[src/rtl/ifu_fetch_if.sv]
// Signal bundle for the instruction fetch unit: PC-side address handshake,
// instruction-memory request/grant/response port and decode-side FIFO port.
//
// Handshake semantics (used on every valid/ready pair in this bundle):
//   a transfer happens on a rising clock edge where both valid and ready are 1
//   (pc_valid_i/pc_ready_o, imem_req_o/imem_gnt_i, inst_valid_o/inst_ready_i).
//   The ifu holds imem_req_o/imem_addr_o and inst_valid_o/inst_o/inst_addr_o
//   stable until they are taken, except on flush or reset. pc_ready_o never
//   depends on pc_valid_i. imem_rvalid_i is a one-cycle pulse per earlier grant,
//   returned in grant order, with no ready.
interface ifu_fetch_if;
  logic [31:0] pc_i;
  logic        pc_valid_i;
  logic        pc_ready_o;
  logic        flush_i;
  logic        imem_req_o;
  logic [31:0] imem_addr_o;
  logic        imem_gnt_i;
  logic        imem_rvalid_i;
  logic [31:0] imem_rdata_i;
  logic        inst_valid_o;
  logic [31:0] inst_o;
  logic [31:0] inst_addr_o;
  logic        inst_ready_i;

  // View of the fetch unit itself.
  modport slave (
    input  pc_i, pc_valid_i, flush_i, imem_gnt_i, imem_rvalid_i, imem_rdata_i,
           inst_ready_i,
    output pc_ready_o, imem_req_o, imem_addr_o, inst_valid_o, inst_o, inst_addr_o
  );

  // View of the surrounding system (pc block, memory, decode).
  modport master (
    output pc_i, pc_valid_i, flush_i, imem_gnt_i, imem_rvalid_i, imem_rdata_i,
           inst_ready_i,
    input  pc_ready_o, imem_req_o, imem_addr_o, inst_valid_o, inst_o, inst_addr_o
  );
endinterface

[src/rtl/ifu_fetch.sv]
// Instruction fetch unit: takes fetch addresses from the pc block, issues them
// to instruction memory, tags in-order responses with their address and
// buffers them for decode. A flush discards every pending and in-flight fetch.
// Credits (used_q) cover the pending request, granted-not-returned reads and
// buffered instructions, so the output FIFO can never overflow.
module ifu_fetch #(
  parameter int DEPTH = 4
) (
  input logic       clk,
  input logic       rst,
  ifu_fetch_if.slave bus
);
  localparam int AW = $clog2(DEPTH);
  localparam int CW = AW + 1;
  localparam logic [CW-1:0] FULL_C = CW'(DEPTH);

  // Request register toward memory
  logic          req_q, req_d;
  logic [31:0]   addr_q, addr_d;

  // Address tags of granted reads, oldest first
  logic [31:0]   tag_mem [DEPTH];
  logic [AW-1:0] tag_wptr_q, tag_rptr_q;
  logic [CW-1:0] tag_cnt_q, tag_cnt_d;

  // Output FIFO toward decode
  logic [31:0]   dat_mem [DEPTH];
  logic [31:0]   iad_mem [DEPTH];
  logic [AW-1:0] fifo_wptr_q, fifo_rptr_q;
  logic [CW-1:0] fifo_cnt_q;

  // Credit and discard counters
  logic [CW-1:0] used_q, used_d;
  logic [CW-1:0] discard_q, discard_d;

  logic pc_ready, accept, grant, resp, drop, push, pop, fifo_valid;

  // Handshake qualifiers; a pop never frees a credit in its own cycle.
  always_comb begin
    pc_ready   = !bus.flush_i && !rst && (used_q < FULL_C) &&
                 (!req_q || bus.imem_gnt_i);
    accept     = bus.pc_valid_i && pc_ready;
    grant      = req_q && bus.imem_gnt_i;
    resp       = bus.imem_rvalid_i && (tag_cnt_q != '0);
    drop       = resp && (discard_q != '0);
    push       = resp && !drop && !bus.flush_i;
    fifo_valid = (fifo_cnt_q != '0);
    pop        = fifo_valid && bus.inst_ready_i;
  end

  // Next-state for request register and counters; flush rebases credits on
  // the reads still owed by memory (including a grant in the flush cycle).
  always_comb begin
    req_d     = req_q;
    addr_d    = addr_q;
    if (accept) begin
      req_d  = 1'b1;
      addr_d = {bus.pc_i[31:2], 2'b00};
    end else if (grant) begin
      req_d  = 1'b0;
    end
    if (bus.flush_i) begin
      req_d = 1'b0;
    end
    tag_cnt_d = tag_cnt_q + CW'(grant) - CW'(resp);
    if (bus.flush_i) begin
      discard_d = tag_cnt_d;
      used_d    = tag_cnt_d;
    end else begin
      discard_d = discard_q - CW'(drop);
      used_d    = used_q + CW'(accept) - CW'(pop) - CW'(drop);
    end
  end

  assign bus.pc_ready_o   = pc_ready;
  assign bus.imem_req_o   = req_q;
  assign bus.imem_addr_o  = addr_q;
  assign bus.inst_valid_o = fifo_valid;
  assign bus.inst_o       = fifo_valid ? dat_mem[fifo_rptr_q] : '0;
  assign bus.inst_addr_o  = fifo_valid ? iad_mem[fifo_rptr_q] : '0;

  // Request register: loads on accept, holds until granted or flushed.
  always_ff @(posedge clk or posedge rst) begin
    if (rst) begin
      req_q  <= 1'b0;
      addr_q <= '0;
    end else begin
      req_q  <= req_d;
      addr_q <= addr_d;
    end
  end

  // Tag queue pointers: push on grant, pop on every accepted response.
  always_ff @(posedge clk or posedge rst) begin
    if (rst) begin
      tag_wptr_q <= '0;
      tag_rptr_q <= '0;
      tag_cnt_q  <= '0;
    end else begin
      if (grant) tag_wptr_q <= tag_wptr_q + 1'b1;
      if (resp)  tag_rptr_q <= tag_rptr_q + 1'b1;
      tag_cnt_q <= tag_cnt_d;
    end
  end

  // Tag storage: address of each granted read.
  always_ff @(posedge clk) begin
    if (grant) tag_mem[tag_wptr_q] <= addr_q;
  end

  // Output FIFO pointers; flush empties it in one cycle.
  always_ff @(posedge clk or posedge rst) begin
    if (rst) begin
      fifo_wptr_q <= '0;
      fifo_rptr_q <= '0;
      fifo_cnt_q  <= '0;
    end else if (bus.flush_i) begin
      fifo_wptr_q <= '0;
      fifo_rptr_q <= '0;
      fifo_cnt_q  <= '0;
    end else begin
      if (push) fifo_wptr_q <= fifo_wptr_q + 1'b1;
      if (pop)  fifo_rptr_q <= fifo_rptr_q + 1'b1;
      fifo_cnt_q <= fifo_cnt_q + CW'(push) - CW'(pop);
    end
  end

  // Output FIFO storage: instruction word paired with its fetch address.
  always_ff @(posedge clk) begin
    if (push) begin
      dat_mem[fifo_wptr_q] <= bus.imem_rdata_i;
      iad_mem[fifo_wptr_q] <= tag_mem[tag_rptr_q];
    end
  end

  // Credit and discard counters.
  always_ff @(posedge clk or posedge rst) begin
    if (rst) begin
      used_q    <= '0;
      discard_q <= '0;
    end else begin
      used_q    <= used_d;
      discard_q <= discard_d;
    end
  end

  // A response with no outstanding grant is a memory protocol violation.
  a_rvalid_has_tag: assert property (@(posedge clk) disable iff (rst)
    bus.imem_rvalid_i |-> (tag_cnt_q != '0));

endmodule

[src/flat_wrapper.sv]
// flat-port wrapper written by rule: the top's interface ports become plain ports
module ifu_fetch_flat 
#(
  parameter int DEPTH = 4
)
  (clk, rst, bus_pc_i, bus_pc_valid_i, bus_flush_i, bus_imem_gnt_i, bus_imem_rvalid_i, bus_imem_rdata_i, bus_inst_ready_i, bus_pc_ready_o, bus_imem_req_o, bus_imem_addr_o, bus_inst_valid_o, bus_inst_o, bus_inst_addr_o);
  ifu_fetch_if bus_i ();
  input logic clk;
  input logic rst;
  input wire logic [$bits(bus_i.pc_i)-1:0] bus_pc_i;
  input wire logic [$bits(bus_i.pc_valid_i)-1:0] bus_pc_valid_i;
  input wire logic [$bits(bus_i.flush_i)-1:0] bus_flush_i;
  input wire logic [$bits(bus_i.imem_gnt_i)-1:0] bus_imem_gnt_i;
  input wire logic [$bits(bus_i.imem_rvalid_i)-1:0] bus_imem_rvalid_i;
  input wire logic [$bits(bus_i.imem_rdata_i)-1:0] bus_imem_rdata_i;
  input wire logic [$bits(bus_i.inst_ready_i)-1:0] bus_inst_ready_i;
  output wire logic [$bits(bus_i.pc_ready_o)-1:0] bus_pc_ready_o;
  output wire logic [$bits(bus_i.imem_req_o)-1:0] bus_imem_req_o;
  output wire logic [$bits(bus_i.imem_addr_o)-1:0] bus_imem_addr_o;
  output wire logic [$bits(bus_i.inst_valid_o)-1:0] bus_inst_valid_o;
  output wire logic [$bits(bus_i.inst_o)-1:0] bus_inst_o;
  output wire logic [$bits(bus_i.inst_addr_o)-1:0] bus_inst_addr_o;
  assign bus_i.pc_i = bus_pc_i;
  assign bus_i.pc_valid_i = bus_pc_valid_i;
  assign bus_i.flush_i = bus_flush_i;
  assign bus_i.imem_gnt_i = bus_imem_gnt_i;
  assign bus_i.imem_rvalid_i = bus_imem_rvalid_i;
  assign bus_i.imem_rdata_i = bus_imem_rdata_i;
  assign bus_i.inst_ready_i = bus_inst_ready_i;
  assign bus_pc_ready_o = bus_i.pc_ready_o;
  assign bus_imem_req_o = bus_i.imem_req_o;
  assign bus_imem_addr_o = bus_i.imem_addr_o;
  assign bus_inst_valid_o = bus_i.inst_valid_o;
  assign bus_inst_o = bus_i.inst_o;
  assign bus_inst_addr_o = bus_i.inst_addr_o;
  ifu_fetch #(.DEPTH(DEPTH)) u_core (.clk(clk), .rst(rst), .bus(bus_i));
endmodule
[config.mk]
export PLATFORM = sky130hd
export DESIGN_NAME = ifu_fetch_flat
export DESIGN_NICKNAME = d
export VERILOG_FILES = /design/src/rtl/ifu_fetch_if.sv /design/src/rtl/ifu_fetch.sv /design/src/flat_wrapper.sv
export SDC_FILE = /design/constraint.sdc
export NUM_CORES = 1
export LEC_CHECK = 0
export CORE_MARGIN = 2
export CORE_UTILIZATION = 50
export CTS_CLUSTER_DIAMETER = 80
export DETAILED_ROUTE_END_ITERATION = 8
export GPL_ROUTABILITY_DRIVEN = 0
export PLACE_DENSITY_LB_ADDON = 0.25
export SLEW_MARGIN = 20
export SYNTH_ARGS = -nofsm -noshare
export SYNTH_HDL_FRONTEND = slang
export SYNTH_SLANG_ARGS = --single-unit
[constraint.sdc]
create_clock -name clk -period 3.9 [get_ports clk]
set_clock_uncertainty 0.2 [all_clocks]
set_input_delay 0.78 -clock clk [delete_from_list [all_inputs] [get_ports clk]]
set_output_delay 0.78 -clock clk [all_outputs]
set_load 0.01 [all_outputs]
# [Yosys cells after proc, flatten, opt, wreduce, memory -nomap -nowiden]
# Memories as Yosys holds them, arrays and structs flattened.
# Cells that the tools add are included.
# Widths: inputs -> output; s select.
[word_totals] ff_bits=51 ram_bits=376 output_inout_bits=99 wordCells=63 mem_count=3
[memory_table] memory="u_core.dat_mem" words=4 width=32 read_ports=1 rd_ports_with_merged_regs=0 wr=1 line_no="ifu_fetch.sv:27" rtl="logic [31:0] dat_mem [DEPTH];"
[memory_table] memory="u_core.iad_mem" words=4 width=32 read_ports=1 rd_ports_with_merged_regs=0 wr=1 line_no="ifu_fetch.sv:28" rtl="logic [31:0] iad_mem [DEPTH];"
[memory_table] memory="u_core.tag_mem" words=4 width=30 read_ports=1 rd_ports_with_merged_regs=0 wr=1 line_no="ifu_fetch.sv:22" rtl="logic [31:0] tag_mem [DEPTH];"
[op_classes] n_addsub=12 magnitude_cmp=1 mux=16 n_reduce_logical=21
[op_table] op="$mux 32" count=2
[op_table] op="$sub 3x1->3" count=5
[op_table] op="$reduce_bool 3->1" count=4
[op_table] op="$logic_and 1x1->1" count=10
[op_table] op="$add 3x1->3" count=3
[op_table] op="$mux 3" count=3
[op_table] op="$add 2x1->2 const B" count=4
[op_table] op="$mux 2" count=4
[op_table] op="$mux 1" count=7
[op_table] op="$logic_not 1->1" count=4
[op_table] op="$reduce_bool 2->1" count=2
[op_table] op="$lt 3x3->1 const B" count=1
[op_table] op="$logic_or 1x1->1" count=1

# [Depth between registers and ports, before layout]
[logic_depth] ltp_word=9 depth_mapped=11

# [Least setup slack after synthesis]
# Ideal clock, no wire load.
[synth_path] path_kind="input port to flip-flop" start="input rst" end="register u_core.used_q[2]" arrival_ns=3.632 required_time_ns=3.564 setup_slack_ns=-0.068 cell_stages=10 n_path_buf=1 cell_sequence="inv_1 -> nand4_4 -> buf_6 -> fa_1 -> inv_1 -> ha_1 -> ha_1 -> xor2_1 -> xnor2_1 -> o21ai_0"
[synth_between] elab_chain_len=9
[synth_rtl] item="start: declaration" line_no="flat_wrapper.sv:9" rtl="input logic rst;"
[synth_rtl] item="$logic_not 1->1" line_no="ifu_fetch.sv:40" rtl="pc_ready = !bus.flush_i && !rst && (used_q < FULL_C) &&"
[synth_rtl] item="$logic_and 1x1->1 (3 in series)" line_no="ifu_fetch.sv:40"
[synth_rtl] item="$logic_and 1x1->1" line_no="ifu_fetch.sv:42" rtl="accept = bus.pc_valid_i && pc_ready;"
[synth_rtl] item="$add 3x1->3" line_no="ifu_fetch.sv:71" rtl="used_d = used_q + CW'(accept) - CW'(pop) - CW'(drop);"
[synth_rtl] item="$sub 3x1->3 (2 in series)" line_no="ifu_fetch.sv:71"
[synth_rtl] item="$mux 3" line_no="ifu_fetch.sv:66" rtl="if (bus.flush_i) begin"
[synth_rtl] item="named net u_core.used_d[2]" line_no="ifu_fetch.sv:33" rtl="logic [CW-1:0] used_q, used_d;"
[synth_rtl] item="end signal: assignment" line_no="ifu_fetch.sv:142" rtl="used_q <= used_d;"
[synth_rtl] item="end: declaration" line_no="ifu_fetch.sv:33"
# The timed path passes the listed nets, and every way through them passes these cells.
# A chain may end at the register's enable or synchronous reset.

# [Worst setup path after layout]
[layout_path] start="register u_core.fifo_rptr_q[0]" end="output bus_inst_o[31]"
[layout_between] elab_chain_len=2
[layout_rtl] item="start: declaration" line_no="ifu_fetch.sv:29" rtl="logic [AW-1:0] fifo_wptr_q, fifo_rptr_q;"
[layout_rtl] item="start signal: assignment" line_no="ifu_fetch.sv:123" rtl="if (pop) fifo_rptr_q <= fifo_rptr_q + 1'b1;"
[layout_rtl] item="$mem_v2 4x32"
[layout_rtl] item="$mux 32" line_no="ifu_fetch.sv:79" rtl="assign bus.inst_o = fifo_valid ? dat_mem[fifo_rptr_q] : '0;"
[layout_rtl] item="end: declaration" line_no="flat_wrapper.sv:21" rtl="output wire logic [$bits(bus_i.inst_o)-1:0] bus_inst_o;"
# Every way passes these cells.

==> summary.md <==
| Metric | Value |
|---|---|
| I/O pin cnt | `170` |
| Hold Buf Count CTS | `0` |
| Yosys reg bits | `~420` |
| Number of global-route vias before repair | `between 7,000 and 8,000` |
| Final setup TNS | `0 ps` |
| Final hold slack | `roughly 340 ps` |
| Fill cell count | `roughly 2,200` |
| Clk buf depth | `3` |
| Die area | `33,900 um2` |
| Leak | `roughly 6.7 nW` |
| Row count | `65` |
| Asr flop ratio synth | `around an eighth` |
| First-pass GRT wire length | `between 40,000 and 50,000 um` |
| DP HPWL | `17,000 um` |
| Largest family of logic cells by synthesized area | `multiplexers` |
| CTS tree | `yes` |
| Largest net degree at the start of global routing | `64` |
| Final Hold Vio Count | `0` |
| Routed len/inst | `20.4 um` |
| Crit path setup slack, layout | `205 ps` |
| Global routing's busiest layer | `met2` |
| Post-synth EDFFs | `368` |
| Slew @ Worst Pin | `about 850 ps` |
| R2r setup slk | `between 1000 and 1500 ps` |
| Commonest non-fill, non-tap cell in the layout | `edfxtp_1` |
| Core area | `around 32,000 um2` |
| Worst EP required | `2920 ps` |
| Syn Std Cell Area | `16,200 um2` |
| Die Ht | `about 180 um` |
| Post-synth top flop | `edfxtp_1` |
| Fin nets | `1,037` |
| Utilization after layout | `between 60% and 70%` |
| Hold Crit Class | `reg2reg` |
| Root buffer cell | `clkbuf_16` |
| Max cap viols | `0` |
| VDD IR max | `about 0.44 mV` |
| Area growth syn-to-layout | `22.1%` |
| H-tree depth reported by CTS | `2` |
| CP Capture Type | `primary output` |
| Antenna diode count | `0` |
| Slew Limit Fails | `0` |
| Share of layout cells above drive strength 1 | `between 20% and 30%` |
| TritonCTS Buffers | `44` |
| Met1 Usage GRT | `between 20% and 30%` |
| Vias | `7,462` |
| YS warnings | `0` |
| Syn Inst Count | `between 700 and 800` |
| Clock-pin transition on the worst setup and hold timing paths | `approximately 60 ps` |
| Critical path launch point type | `register` |
| Post-synthesis mux area share | `between 15 and 20%` |
| Post-route minimum period | `3700 ps` |
| Clock sinks | `419` |
| Via density per instance | `around 5.4` |
| Fmax | `~0.27 GHz` |
| DR iter-0 viols | `634` |
| Max-Slew Margin vs Limit | `between 40% and 50%` |
| Final period utilization | `a little over nine tenths` |
| M2 GR Usage | `roughly 27%` |
| Final setup violation count | `0` |
| Status | `finished, final reports clean` |
| Worst slack, placed | `536 ps` |
| Register area share after synthesis | `approximately three quarters` |
| Fraction of the mapped netlist area in adder cells | `1.68%` |
| Post-synthesis compound-gate area fraction | `less than 1%` |
| Die width | `approximately 180 um` |
| RSZ-0062 raised after global routing | `false` |
| Leading cell types in the layout, fill and taps excluded | `edfxtp_1 (368), clkdlybuf4s50_1 (163), mux4_2 (88), and2_1 (63), dfrtp_1 (48)` |
| GR Util met3 | `under 10%` |
| Synth Area in Simple Gates | `approximately 3.5%` |
| Syn avg cell area | `approximately 22 um2` |
| Worst EP arrival | `2720 ps` |
| Setup CP Type | `reg2out` |
| Initial Util | `51.1%` |
| Post-DRT Antenna Nets | `0` |
| Initial antenna violation count | `0` |
| Clock latency on the worst-skew pair | `approximately 550 ps` |
| Global Route Usage Sum | `between 10% and 20%` |
| 1st-pass router iterations | `4` |
| Synth Area in XOR/XNOR | `less than 1%` |
| GRT Residual Overflow | `0` |
| Post-synthesis cell type count | `36` |
| CP Max Fanout | `24` |
| Routed WL | `approximately 28,000 um` |
| Port Buf Inserts | `163` |
| Power per cell area | `709 nW/um2` |
| Residual DRC | `0` |
-- kinds of logic (layout without fill, tap and decap cells) --
group           Yosys count  in the layout
compound gates           11             11
xor+xnor                 10             10
fa+ha+maj                20             20
buf+inv                  59            299
flops                   419            419
mux                     126            126
other cells               1              4
simple gates             92             92
-- worst max-delay path, stage by stage (launching register included) --
cell	delay [ps]
dfrtp_4	630
buf_12	270
mux4_1	610
and2_1	190
clkdlybuf4s50_1	480
-- per-layer routing --
metal  routed length [um]  part of all wire, %
met1                12900                   46
met2                13400                   48
met3                 1340                  4.8
met4                  507                  1.8
met5                    0                    0
-- path summary, 6_finish.rpt --
path                            cells past startpoint                 startpoint                     to
max in group asynchronous                           3                        rst  u_core.fifo_rptr_q[0]
min in group asynchronous                           3                        rst       u_core.used_q[2]
worst min-delay path                                0  u_core.bus.imem_addr_o[8]   u_core.tag_mem[0][6]
worst min register to register                      0  u_core.bus.imem_addr_o[8]   u_core.tag_mem[0][6]
worst max register to register                      9        u_core.tag_cnt_q[1]       u_core.used_q[2]
worst max-delay path                                4      u_core.fifo_rptr_q[0]         bus_inst_o[31]
-- per-stage QoR --
stage          total power [W]  std cells  cell area [um2]
2_1_floorplan          0.00843        741            16200
3_3_place_gp            0.0101       1301            18400
3_5_place_dp            0.0102       1301            18400
4_1_cts                 0.0142       1382            19800
5_1_grt                 0.0147       1383            19800
6_report                0.0140       1383            19800
-- power breakdown --
group	leakage (nW)	internal (W)	switching, W
clock	0.665	0.00232	0.00164
sequential	3.93	0.00564	0.000509
combinational	2.08	0.00225	0.00167
total	6.68	0.0102	0.00382
-- state kept, by name, summed over array words and instances (netlist names) --
register and cells:
u_core.dat_mem 128, u_core.iad_mem 120, u_core.tag_mem 120, u_core.bus.imem_addr_o 30
u_core.discard_q 3, u_core.fifo_cnt_q 3, u_core.tag_cnt_q 3, u_core.used_q 3
u_core.fifo_rptr_q 2, u_core.fifo_wptr_q 2, u_core.tag_rptr_q 2, u_core.tag_wptr_q 2
u_core.bus.imem_req_o 1
-- final cells by class --
type / count / area (um2) / area share [%]
clock inverters: 23 / 221 / 1.12
inverters: 22 / 86.3 / 0.436
flip-flops and latches: 419 / 12300 / 62.3
repair buffers: 196 / 1960 / 9.92
clock buffers: 58 / 1160 / 5.88
well taps: 402 / 503 / 2.54
multi-input cells: 263 / 3510 / 17.8
-- synthesized netlist by cell type (4+ instances only) --
master      n  area share (%)
and2_1     67             2.6
and3_1      5            0.19
buf_12      6            0.74
buf_2      11            0.34
buf_4       6            0.28
buf_6       4            0.28
clkbuf_1    8            0.19
dfrtp_1    51             7.9
edfxtp_1  368              68
ha_1       17             1.3
inv_1      22            0.51
mux2_2     32             2.2
mux4_1      4            0.65
mux4_2     88              12
nor2_1      5            0.12
o21ai_0     6            0.19
xnor2_1     5            0.27
xor2_1      4            0.22
-- what timing repair did --
action,CTS,global route
setup endpoints to repair,0,4
buffers inserted,0,1
gates resized for setup,0,0
(Power assumes the default switching activity.)
